### config.mk
export PLATFORM = sky130hd
export DESIGN_NAME = iir_bandpass_seq
export DESIGN_NICKNAME = d
export VERILOG_FILES = /design/src/rtl/iir_pkg.sv /design/src/rtl/iir_mac_unit.sv /design/src/rtl/iir_bandpass_seq.sv
export SDC_FILE = /design/constraint.sdc
export NUM_CORES = 1
export LEC_CHECK = 0
export ABC_AREA = 1
export CAP_MARGIN = 20
export CORE_ASPECT_RATIO = 1.75
export CORE_MARGIN = 3
export CORE_UTILIZATION = 55
export CTS_BUF_LIST = sky130_fd_sc_hd__clkbuf_8
export CTS_CLUSTER_DIAMETER = 30
export CTS_CLUSTER_SIZE = 24
export DETAILED_ROUTE_END_ITERATION = 7
export PLACE_DENSITY = 0.72
export SLEW_MARGIN = 20
export SYNTH_ARGS = -nofsm -noshare
export SYNTH_HDL_FRONTEND = slang
export SYNTH_SLANG_ARGS = --single-unit
### constraint.sdc
create_clock -name clk -period 23.9 [get_ports clk]
set_input_delay 4.78 -clock clk [delete_from_list [all_inputs] [get_ports clk]]
set_output_delay 4.78 -clock clk [all_outputs]
set_load 0.005 [all_outputs]
### src/rtl/iir_pkg.sv
// -----------------------------------------------------------------------------
// iir_pkg
// Shared definitions for the time-shared first-order IIR cascade:
//   - default widths and the accumulator width rule
//   - FSM state and coefficient-index enums
//   - round_shift(): round-half-up followed by an arithmetic right shift
//   - sat_to_data(): clamp a wide value into the signed sample range
// The helpers work on 64-bit signed values so that they serve any
// parameterisation with an accumulator narrower than 64 bits.
// -----------------------------------------------------------------------------
package iir_pkg;

    localparam int DATA_W_DEF  = 16;
    localparam int COEF_W_DEF  = 16;
    localparam int FRAC_W_DEF  = 14;
    localparam int NUM_SEC_DEF = 2;

    // Three products of DATA_W x COEF_W bits summed need two guard bits.
    localparam int ACC_W = DATA_W_DEF + COEF_W_DEF + 2;

    typedef enum logic [1:0] {
        IDLE,
        MAC,
        OUT
    } state_e;

    // Which coefficient of a section is being applied:
    // a multiplies x, b multiplies x_prev, c multiplies y_prev.
    typedef enum logic [1:0] {
        K_A,
        K_B,
        K_C
    } kidx_e;

    function automatic logic signed [63:0] round_shift(
        input logic signed [63:0] acc,
        input int                 frac
    );
        logic signed [63:0] bias;
        bias = 64'sd1 <<< (frac - 1);
        return (acc + bias) >>> frac;
    endfunction

    function automatic logic signed [63:0] sat_to_data(
        input logic signed [63:0] v,
        input int                 dw
    );
        logic signed [63:0] maxv;
        logic signed [63:0] minv;
        maxv = (64'sd1 <<< (dw - 1)) - 64'sd1;
        minv = -(64'sd1 <<< (dw - 1));
        if (v > maxv) begin
            return maxv;
        end else if (v < minv) begin
            return minv;
        end
        return v;
    endfunction

endpackage

### src/rtl/iir_mac_unit.sv
// -----------------------------------------------------------------------------
// iir_mac_unit
// Registered multiply-accumulate used by every section of the cascade.
// Each enabled cycle adds data_i*coef_i to the accumulator; clr_i makes
// that product the first term of a fresh sum. y_o/sat_o present the
// rounded and saturated value of the registered accumulator, so a
// section's result is available the cycle after its last product.
//
// Ports:
//   clk, rst   clock and synchronous active-high reset
//   en_i       accumulate this cycle
//   clr_i      start a new sum with this cycle's product
//   data_i     signed sample operand
//   coef_i     signed coefficient operand (FRAC_W fraction bits)
//   y_o        rounded, saturated accumulator value
//   sat_o      y_o was clamped
// -----------------------------------------------------------------------------
module iir_mac_unit
    import iir_pkg::*;
#(
    parameter int DATA_W = DATA_W_DEF,
    parameter int COEF_W = COEF_W_DEF,
    parameter int FRAC_W = FRAC_W_DEF,
    parameter int ACC_W  = DATA_W + COEF_W + 2
) (
    input  logic                     clk,
    input  logic                     rst,
    input  logic                     en_i,
    input  logic                     clr_i,
    input  logic signed [DATA_W-1:0] data_i,
    input  logic signed [COEF_W-1:0] coef_i,
    output logic signed [DATA_W-1:0] y_o,
    output logic                     sat_o
);

    localparam int PW = DATA_W + COEF_W;

    logic signed [PW-1:0]    prod;
    logic signed [ACC_W-1:0] acc_base;
    logic signed [ACC_W-1:0] acc_d;
    logic signed [ACC_W-1:0] acc_q;
    logic signed [63:0]      acc_ext;
    logic signed [63:0]      rounded;

    // Product and next accumulator value; the product is sign-extended
    // explicitly so the sum is correct regardless of expression signing.
    always_comb begin
        prod     = data_i * coef_i;
        acc_base = clr_i ? '0 : acc_q;
        acc_d    = acc_base + {{(ACC_W - PW){prod[PW-1]}}, prod};
    end

    always_ff @(posedge clk) begin
        if (rst) begin
            acc_q <= '0;
        end else if (en_i) begin
            acc_q <= acc_d;
        end
    end

    // Result path: widen, round half-up, then clamp to the sample range.
    always_comb begin
        acc_ext = {{(64 - ACC_W){acc_q[ACC_W-1]}}, acc_q};
        rounded = round_shift(acc_ext, FRAC_W);
        y_o     = DATA_W'(sat_to_data(rounded, DATA_W));
        sat_o   = (sat_to_data(rounded, DATA_W) != rounded);
    end

endmodule

### src/rtl/iir_bandpass_seq.sv
// -----------------------------------------------------------------------------
// iir_bandpass_seq
// Cascade of NUM_SEC first-order IIR sections, y = a*x + b*x_prev + c*y_prev,
// sharing one multiplier. Programming a section as high-pass or low-pass
// is purely a matter of coefficients; HP followed by LP gives a bandpass.
//
// Ports:
//   clk, rst             clock and synchronous active-high reset
//   in_valid/in_ready    input handshake, in_data is the signed sample
//   out_valid/out_ready  output handshake, out_data held while stalled
//   cfg_we/addr/data     coefficient write, addr = 3*section + k
//   cfg_err              one-cycle pulse for a rejected write
//   sat_flag             sticky saturation indicator
//   busy                 a sample is in flight or waiting for delivery
//
// Timing: the sample is accepted on edge 0, sections run three MAC
// cycles each, and the last section is committed on one extra cycle
// once its sum sits in the accumulator register. out_valid therefore
// rises 3*NUM_SEC+1 edges after acceptance.
// -----------------------------------------------------------------------------
module iir_bandpass_seq
    import iir_pkg::*;
#(
    parameter int DATA_W  = DATA_W_DEF,
    parameter int COEF_W  = COEF_W_DEF,
    parameter int FRAC_W  = FRAC_W_DEF,
    parameter int NUM_SEC = NUM_SEC_DEF
) (
    input  logic                            clk,
    input  logic                            rst,
    input  logic                            in_valid,
    output logic                            in_ready,
    input  logic [DATA_W-1:0]               in_data,
    output logic                            out_valid,
    input  logic                            out_ready,
    output logic [DATA_W-1:0]               out_data,
    input  logic                            cfg_we,
    input  logic [$clog2(3*NUM_SEC)-1:0]    cfg_addr,
    input  logic [COEF_W-1:0]               cfg_data,
    output logic                            cfg_err,
    output logic                            sat_flag,
    output logic                            busy
);

    localparam int AW    = $clog2(3 * NUM_SEC);
    localparam int SW    = $clog2(NUM_SEC + 1);
    localparam int NCOEF = 1 << AW;
    localparam int NSLOT = 1 << SW;

    localparam logic [AW-1:0]          COEF_LIMIT = AW'(3 * NUM_SEC);
    localparam logic [SW-1:0]          LAST_STEP  = SW'(NUM_SEC);
    localparam logic signed [COEF_W-1:0] COEF_ONE = COEF_W'(1 << FRAC_W);

    state_e state_q, state_d;
    logic [SW-1:0] s_q, s_d;
    kidx_e k_q, k_d;

    logic signed [COEF_W-1:0] coef_q  [0:NCOEF-1];
    logic signed [DATA_W-1:0] xprev_q [0:NSLOT-1];
    logic signed [DATA_W-1:0] yprev_q [0:NSLOT-1];
    logic signed [DATA_W-1:0] secx_q;
    logic [DATA_W-1:0]        out_data_q;
    logic                     cfg_err_q;
    logic                     sat_q;

    logic                     accept;
    logic                     cfg_ok;
    logic                     drain;
    logic                     commit;
    logic                     mac_en;
    logic                     mac_clr;
    logic [AW-1:0]            coef_idx;
    logic signed [DATA_W-1:0] mac_x;
    logic signed [COEF_W-1:0] mac_coef;
    logic signed [DATA_W-1:0] mac_y;
    logic                     mac_sat;

    // State register for the sequencer (state, section, coefficient step).
    always_ff @(posedge clk) begin
        if (rst) begin
            state_q <= IDLE;
            s_q     <= '0;
            k_q     <= K_A;
        end else begin
            state_q <= state_d;
            s_q     <= s_d;
            k_q     <= k_d;
        end
    end

    // Next-state logic. The step with s == NUM_SEC issues no product; it
    // only commits the final section and hands the result to OUT.
    always_comb begin
        state_d = state_q;
        s_d     = s_q;
        k_d     = k_q;
        case (state_q)
            IDLE: begin
                if (accept) begin
                    state_d = MAC;
                    s_d     = '0;
                    k_d     = K_A;
                end
            end
            MAC: begin
                if (drain) begin
                    state_d = OUT;
                end else begin
                    case (k_q)
                        K_A:     k_d = K_B;
                        K_B:     k_d = K_C;
                        default: begin
                            k_d = K_A;
                            s_d = s_q + 1'b1;
                        end
                    endcase
                end
            end
            OUT: begin
                if (out_ready) begin
                    state_d = IDLE;
                end
            end
            default: state_d = IDLE;
        endcase
    end

    // Handshake and status outputs decoded from the current state.
    always_comb begin
        in_ready  = (state_q == IDLE);
        out_valid = (state_q == OUT);
        busy      = (state_q != IDLE);
    end

    // Datapath control and operand selection. At k == a of section s > 0
    // the accumulator holds section s-1's complete sum, so its rounded
    // value is both the commit value and the x operand for section s.
    always_comb begin
        accept   = in_valid && in_ready;
        cfg_ok   = cfg_we && (state_q == IDLE) && !accept && (cfg_addr < COEF_LIMIT);
        drain    = (s_q == LAST_STEP);
        commit   = (state_q == MAC) && (k_q == K_A) && (s_q != '0);
        mac_en   = (state_q == MAC) && !drain;
        mac_clr  = (k_q == K_A);
        coef_idx = AW'(3 * int'(s_q) + int'(k_q));
        mac_coef = coef_q[coef_idx];
        case (k_q)
            K_A:     mac_x = (s_q == '0) ? secx_q : mac_y;
            K_B:     mac_x = xprev_q[s_q];
            default: mac_x = yprev_q[s_q];
        endcase
    end

    iir_mac_unit #(
        .DATA_W (DATA_W),
        .COEF_W (COEF_W),
        .FRAC_W (FRAC_W),
        .ACC_W  (DATA_W + COEF_W + 2)
    ) u_mac (
        .clk    (clk),
        .rst    (rst),
        .en_i   (mac_en),
        .clr_i  (mac_clr),
        .data_i (mac_x),
        .coef_i (mac_coef),
        .y_o    (mac_y),
        .sat_o  (mac_sat)
    );

    // Coefficient file, per-section history, output register and flags.
    // Reset restores passthrough coefficients and clears all history.
    always_ff @(posedge clk) begin
        if (rst) begin
            for (int i = 0; i < NCOEF; i++) begin
                coef_q[i] <= (i % 3 == 0) ? COEF_ONE : '0;
            end
            for (int i = 0; i < NSLOT; i++) begin
                xprev_q[i] <= '0;
                yprev_q[i] <= '0;
            end
            secx_q     <= '0;
            out_data_q <= '0;
            cfg_err_q  <= 1'b0;
            sat_q      <= 1'b0;
        end else begin
            if (accept) begin
                secx_q <= in_data;
            end
            if (commit) begin
                xprev_q[s_q - 1'b1] <= secx_q;
                yprev_q[s_q - 1'b1] <= mac_y;
                secx_q              <= mac_y;
                if (mac_sat) begin
                    sat_q <= 1'b1;
                end
                if (drain) begin
                    out_data_q <= mac_y;
                end
            end
            cfg_err_q <= cfg_we && !cfg_ok;
            if (cfg_ok) begin
                coef_q[cfg_addr] <= cfg_data;
            end
        end
    end

    assign out_data = out_data_q;
    assign cfg_err  = cfg_err_q;
    assign sat_flag = sat_q;

endmodule

# == Yosys cells after proc, flatten, opt, wreduce, memory -nomap -nowiden ==
# Memory sizes are Yosys's and may differ from the RTL's. A register that Yosys moved wholly into a read port is not among the register bits.
# Index checks and enable logic that the tools add are counted.
# Widths: inputs -> output; s select.
# classes
multipliers,2
n_lt_le_gt_ge,3
n_reduce_logical,27
n_bitwise,0
n_div,0
n_addsub,5
eq_ne,10
mux,42
n_shift,0
# op_table
operator,count
$mux 64,3
$mux 16,6
$ne 64x21->1,1
$reduce_or 16->1,3
$add 34x15->35 const B,1
$add 34x34->34,1
$mux 34,1
$mul 16x16->32,1
$pmux 16 s2,1
$mux 2,13
$gt 21x16->1 const B,1
$lt 21x16->1 const B,1
$mux 1,13
$pmux 2 s2,3
$logic_and 1x1->1,8
$reduce_bool 2->1,4
$logic_not 2->1,3
$ne 2x2->1 const B,3
$pmux 2 s3,1
$reduce_and 3->1,2
$eq 2x1->1 const B,2
$eq 2x2->1 const B,2
$ne 2x1->1 const B,2
$reduce_and 2->1,2
other kinds (9),11
# word_totals
mem_bits_rw,256
mem_bits_ro,0
register_bits,74
latchBits,0
out_inout_bits,21
n_memories,3
# mem_list
name,depth,width,read_ports,rd_clocked_by_memory_dff,wr,line,source
coef_q,8,16,1,0,8,iir_bandpass_seq.sv:58,logic signed [COEF_W-1:0] coef_q [0:NCOEF-1];
xprev_q,4,16,1,1,4,iir_bandpass_seq.sv:59,logic signed [DATA_W-1:0] xprev_q [0:NSLOT-1];
yprev_q,4,16,1,1,4,iir_bandpass_seq.sv:60,logic signed [DATA_W-1:0] yprev_q [0:NSLOT-1];

# == Depth between registers and ports, before layout ==
# logic_depth
word_depth,10
depth_mapped,53

# == Modules after synthesis ==
# Synthesis repeated with hierarchy kept, for this count alone.
# unflattened
cells_unflattened,3452
hier_area_um2,27767.9
# by_module_without_submodules
module,area_each_um2,cells_each,seq_area_each_um2,instances
iir_mac_unit,14143.6,1946,680.7,1
iir_bandpass_seq,13624.3,1506,8528.2,1

# == Least setup slack after synthesis ==
# Ideal clock, no wire load.
# synth_path
path_type,reg-to-reg
startpoint,reg s_q[1]
endpoint,reg u_mac.acc_q[33]
arrival_time_ps,8575
period_less_slack_ps,8692
setup_slack_ps,15208
setup_ps,117
stages_incl_launch_ff,47
path_cell_list,dfxtp_1 > fa_1 > ha_1 > inv_1 > clkbuf_1 > a21oi_1 > o21ai_0 > o21ai_0 > nand2_1 > o21ai_0 > inv_1 > clkbuf_1 > nand3_1 > fa_1 > inv_1 > fa_1 > inv_1 > fa_1 > [... 11 more ...] > nand3_1 > a21o_1 > a21boi_0 > o21bai_1 > nand2_1 > nand2_1 > ha_1 > inv_1 > nor3_1 > nand2_1 > nor4_1 > nand2_1 > a21oi_1 > nand3_1 > nand3_1 > nand2_1 > nor2_1 > nor2_1
# synth_via
elab_chain_cells,5
elab_cells_between_ends,11
# synth_lines
element,line,source
"start, declared",iir_bandpass_seq.sv:55,"logic [SW-1:0] s_q, s_d;"
"start signal, assigned",iir_bandpass_seq.sv:82,s_q <= '0;
"start signal, assigned",iir_bandpass_seq.sv:86,s_q <= s_d;
$mul 2x2->3 or $logic_not 2->1 (tied branches),"iir_bandpass_seq.sv:145, iir_bandpass_seq.sv:148",
$add 3x2->3 or $mux 16 (tied branches),"iir_bandpass_seq.sv:145, iir_bandpass_seq.sv:148",
$mem_v2 8x16 or $pmux 16 s2 (tied branches),--,
$mul 16x16->32,iir_mac_unit.sv:48,prod = data_i * coef_i;
$add 34x34->34,iir_mac_unit.sv:50,"acc_d = acc_base + {{(ACC_W - PW){prod[PW-1]}}, prod};"
"end signal, assigned",iir_mac_unit.sv:55,acc_q <= '0;
"end signal, assigned",iir_mac_unit.sv:57,acc_q <= acc_d;
"end, declared",iir_mac_unit.sv:41,logic signed [ACC_W-1:0] acc_q;
# Parallel ways exist; a longest one is shown, timed or not.
# A chain may end at the register's enable or synchronous reset.

# == Worst setup path after layout ==
# layout_path
startpoint,reg k_q[1]
endpoint,reg u_mac.acc_q[33]
# layout_via
elab_chain_cells,4
elab_cells_between_ends,8
# layout_lines
element,line,source
"start, declared",iir_bandpass_seq.sv:56,"kidx_e k_q, k_d;"
"start signal, assigned",iir_bandpass_seq.sv:87,k_q <= k_d;
$add 3x2->3 (tied with other cells),iir_bandpass_seq.sv:145,coef_idx = AW'(3 * int'(s_q) + int'(k_q));
$mem_v2 8x16 or $pmux 16 s2 (tied branches),--,
$mul 16x16->32,iir_mac_unit.sv:48,
$add 34x34->34 (*),iir_mac_unit.sv:50,
# Mark *: on every way between the ends. The rest lies on a longest branch, timed or not.

==> parameters.txt <==
Parameter                              Value

Yosys
  Post-synthesis share of cell area spent on xor and xnor gates ... 0.02007
  Async set or reset register ratio after synthesis ... 0
  Synth Area in Simple Gates ... 0.1865
  Post-synth EDFFs ... 256
  Fraction of the mapped netlist area in adder cells ... 0.2469
  Flops & latches, synth ... 332
  Fraction of post-synthesis cell area in the top cell type by area ... 0.2797
  Netlist Area Pre-Place ... 27490 sq um
  Largest cells by area after synthesis ... sky130_fd_sc_hd__edfxtp_1, sky130_fd_sc_hd__fa_1, sky130_fd_sc_hd__inv_1
  Top flip-flop cell by instance count after synthesis ... sky130_fd_sc_hd__edfxtp_1
  Library cell with the highest instance count after synthesis ... sky130_fd_sc_hd__inv_1
  Synth unique cells ... 54
  Yosys warning count ... 0
  Number of instances in the synthesized netlist ... around 3.3k
  Leading area contributor after synthesis ... sky130_fd_sc_hd__edfxtp_1
  Part of the Yosys area used for sequential elements ... 0.3350
  Synth Area per Inst ... between 8 and 9 sq um
  Multiplexer share of the synthesized area ... 0.01202
  Combinational family with the most area after synthesis ... adder cells
  Commonest cells in the synthesized netlist ... sky130_fd_sc_hd__inv_1, sky130_fd_sc_hd__nor2_1, sky130_fd_sc_hd__nand2_1, sky130_fd_sc_hd__fa_1, sky130_fd_sc_hd__edfxtp_1
  Share of the synthesized area in compound gates (AO/OA/AOI/OAI) ... 0.09395

Setup path
  Most frequent cell on the critical path ... sky130_fd_sc_hd__nand2_1
  Startpoint types ... register
  Worst EP arrival ... 12.90 ns
  Critical path class ... register to register
  Crit path max fanout ... 32
  Required time at the worst-slack endpoint ... 24.40 ns
  Longest individual stage delay on the worst path ... between 0.9 and 1 ns
  Slowest cell on crit path ... sky130_fd_sc_hd__dfxtp_1
  Capturing element type of the critical path ... register

CTS
  Clock root cell ... sky130_fd_sc_hd__clkbuf_8
  Total CTS buffers ... 47
  Clock-pin slew on the worst setup and hold paths ... 0.08 ns
  Number of buffers added to fix hold violations after cts ... 0
  Post-CTS setup buffer count ... 0
  Clock Tree Buf Depth ... 3
  # resized after CTS ... 0
  Clock tree from TritonCTS ... yes
  # H-tree levels ... 2
  Clock latency on the worst-skew pair ... 0.62 ns
  Clock sinks ... about 330

Cells and area
  Layout cell share with drive strength beyond 1 ... 0.06280
  Final #Nets ... between 3k and 4k
  Fill count ... 4396
  Area of the multi-input gates ... roughly 16000 sq um
  Flip-flop and latch area ... 9210 sq um
  Area overhead of the layout relative to synthesis ... 8.826%

Detailed routing
  Post-detailed-route wirelength per cell ... 21.41 um
  Via count ... around 23k
  Detailed Route Iter0 Violations ... about 1.9k
  Number of vias per cell after detailed routing ... about 5.7
  Number of nets still failing antenna checks after routing ... 0
  Detailed Routing Iterations Pass 1 ... 7
  Total detailed-routing wirelength ... 85630 um
  DRC violations left ... 0

Floorplan
  Initial core utilization ... 0.5610
  Core area ... slightly below 50000 sq um
  # rows ... between 100 and 150
  Die ar. ... 52800 sq um
  Die Wd ... around 170 um
  Height of the die ... just over 300 um
  I/O pin cnt ... slightly above 60

STA
  Transition at the pin with the smallest max-transition slack ... 1.181 ns
  Max Slew Vio Count ... 0
  Final setup violating endpoints ... 0
  Upper clock frequency limit ... roughly 0.081 GHz
  Clock Skew ... about 0.033 ns
  Sum of negative setup slack ... 0 ns
  Crit share post-route ... 0.5185
  RSZ-0062 raised after global routing ... false
  Normalized max-slew margin ... 0.2101
  Final critical-path required period ... 12.39 ns
  Hold violation total from the final report ... 0

Place
  HPWL Detailed ... between 60000 and 70000 um
  Port Buffers ... 60
  Routability congestion estimate ... 0.9887

GRT
  Initial antenna violation count ... 2
  Total Routing Usage GR ... 0.3285
  First-pass GRT wire length ... between 100000 and 150000 um
  Maximum number of pins on one net before global-route repair ... 95
  Number of global-route vias before repair ... about 24k
  Gr ovfl total ... 0

Flow run
  Max-cap violations ... 0

Outcome
  Result of the run ... finished clean

Hold path
  Hold/Removal Path Class ... register to register
## cells by family (layout without fill, tap and decap cells)
| logic type | count (synthesis) | in the layout |
|---|---|---|
| multiplexers | 30 | 30 |
| flip-flops | 332 | 332 |
| other | 2 | 33 |
| AO/OA/AOI/OAI | 467 | 467 |
| XOR/XNOR | 63 | 63 |
| AND/OR/NAND/NOR | 1224 | 1224 |
| buffers and inverters | 750 | 812 |
| adder cells (fa/ha/maj) | 384 | 384 |
## final timing paths
| check | startpoint | to | slack, ns | cells past startpoint |
|---|---|---|---|---|
| min | u_mac.acc_q[0] | u_mac.acc_q[0] | 0.46 | 2 |
| max reg2reg | k_q[1] | u_mac.acc_q[33] | 11.51 | 41 |
| max | k_q[1] | u_mac.acc_q[33] | 11.51 | 41 |
| min reg2reg | u_mac.acc_q[0] | u_mac.acc_q[0] | 0.46 | 2 |
## worst max-delay path, delay by kind of cell (launching register included)
family	cells	cell delay, ns
compound gates	5	1.64
xor+xnor	1	0.23
fa+ha+maj	10	5.14
buf+inv	7	1.79
flops	1	0.96
simple gates	18	2.48
## registers in the layout (all words and copies together) (netlist names), named ones only
name         count
secx_q          16
s_q              2
coef_q         128
cfg_err          1
xprev_q         64
k_q              2
u_mac.acc_q     34
out_data        16
sat_flag         1
yprev_q         64
state_q          2
## through the flow
step           setup WS, ns  hold WS (ns)    util  instance area, sq um  std cells
3_3_place_gp          11.82        0.4405  0.5868                 28760       3909
4_1_cts               11.56        0.4614  0.6101                 29890       3997
6_report              11.51        0.4608  0.6105                 29910       3999
2_1_floorplan         15.21        0.4302       -                 27600       3282
3_5_place_dp          11.62        0.4489  0.5868                 28760       3909
5_1_grt               10.84        0.5015  0.6105                 29910       3999
## metal layers
| metal | up-vias | global-route usage | share of wire |
|---|---|---|---|
| met5 | - | 0 | 0.00015 |
| met4 | 2 | 0.2138 | 0.079 |
| met3 | 340 | 0.04785 | 0.062 |
| met2 | 1017 | 0.5950 | 0.52 |
| met1 | 10992 | 0.3561 | 0.34 |
| li1 | 10371 | - | - |
## cell usage in the layout (no fill, tap or decap), types with 5 or more instances in the layout
cell / instances
sky130_fd_sc_hd__o211ai_1: 15
sky130_fd_sc_hd__nand2_1: 461
sky130_fd_sc_hd__a21oi_1: 183
sky130_fd_sc_hd__buf_4: 30
sky130_fd_sc_hd__mux2i_1: 6
sky130_fd_sc_hd__clkinvlp_4: 5
sky130_fd_sc_hd__inv_2: 12
sky130_fd_sc_hd__nand2_2: 15
sky130_fd_sc_hd__xnor2_1: 18
sky130_fd_sc_hd__nor2_2: 12
sky130_fd_sc_hd__nand3_1: 169
sky130_fd_sc_hd__nor3_1: 31
sky130_fd_sc_hd__nand4_1: 8
sky130_fd_sc_hd__o21ai_1: 10
sky130_fd_sc_hd__o22ai_1: 16
sky130_fd_sc_hd__edfxtp_1: 256
sky130_fd_sc_hd__nor2_1: 496
sky130_fd_sc_hd__clkinv_1: 7
sky130_fd_sc_hd__a211oi_1: 6
sky130_fd_sc_hd__a32o_1: 12
sky130_fd_sc_hd__clkbuf_8: 47
sky130_fd_sc_hd__conb_1: 32
sky130_fd_sc_hd__inv_1: 618
sky130_fd_sc_hd__a21o_1: 13
sky130_fd_sc_hd__clkinv_8: 6
sky130_fd_sc_hd__fa_1: 264
sky130_fd_sc_hd__nand2_4: 13
sky130_fd_sc_hd__dfxtp_1: 75
sky130_fd_sc_hd__inv_6: 11
sky130_fd_sc_hd__o21ai_0: 183
sky130_fd_sc_hd__bufinv_16: 5
sky130_fd_sc_hd__xor2_1: 44
sky130_fd_sc_hd__o21bai_1: 5
sky130_fd_sc_hd__clkdlybuf4s50_1: 59
sky130_fd_sc_hd__a221oi_1: 6
sky130_fd_sc_hd__inv_8: 5
sky130_fd_sc_hd__ha_1: 119
sky130_fd_sc_hd__mux2_2: 24
## layout make-up
cell class / count / share of cell area
timing repair buffer: 91 / 0.02794
clock buffer: 47 / 0.02163
clock inverter: 41 / 0.01648
sequential: 332 / 0.3079
tap: 654 / 0.02736
antenna: 1 / 0.00008366
inverter: 633 / 0.07943
multi-input combinational: 2200 / 0.5192
Power is left out: the tool's default activity adds up to more than one toggle a clock period on the data nets, which glitch-free logic cannot reach.
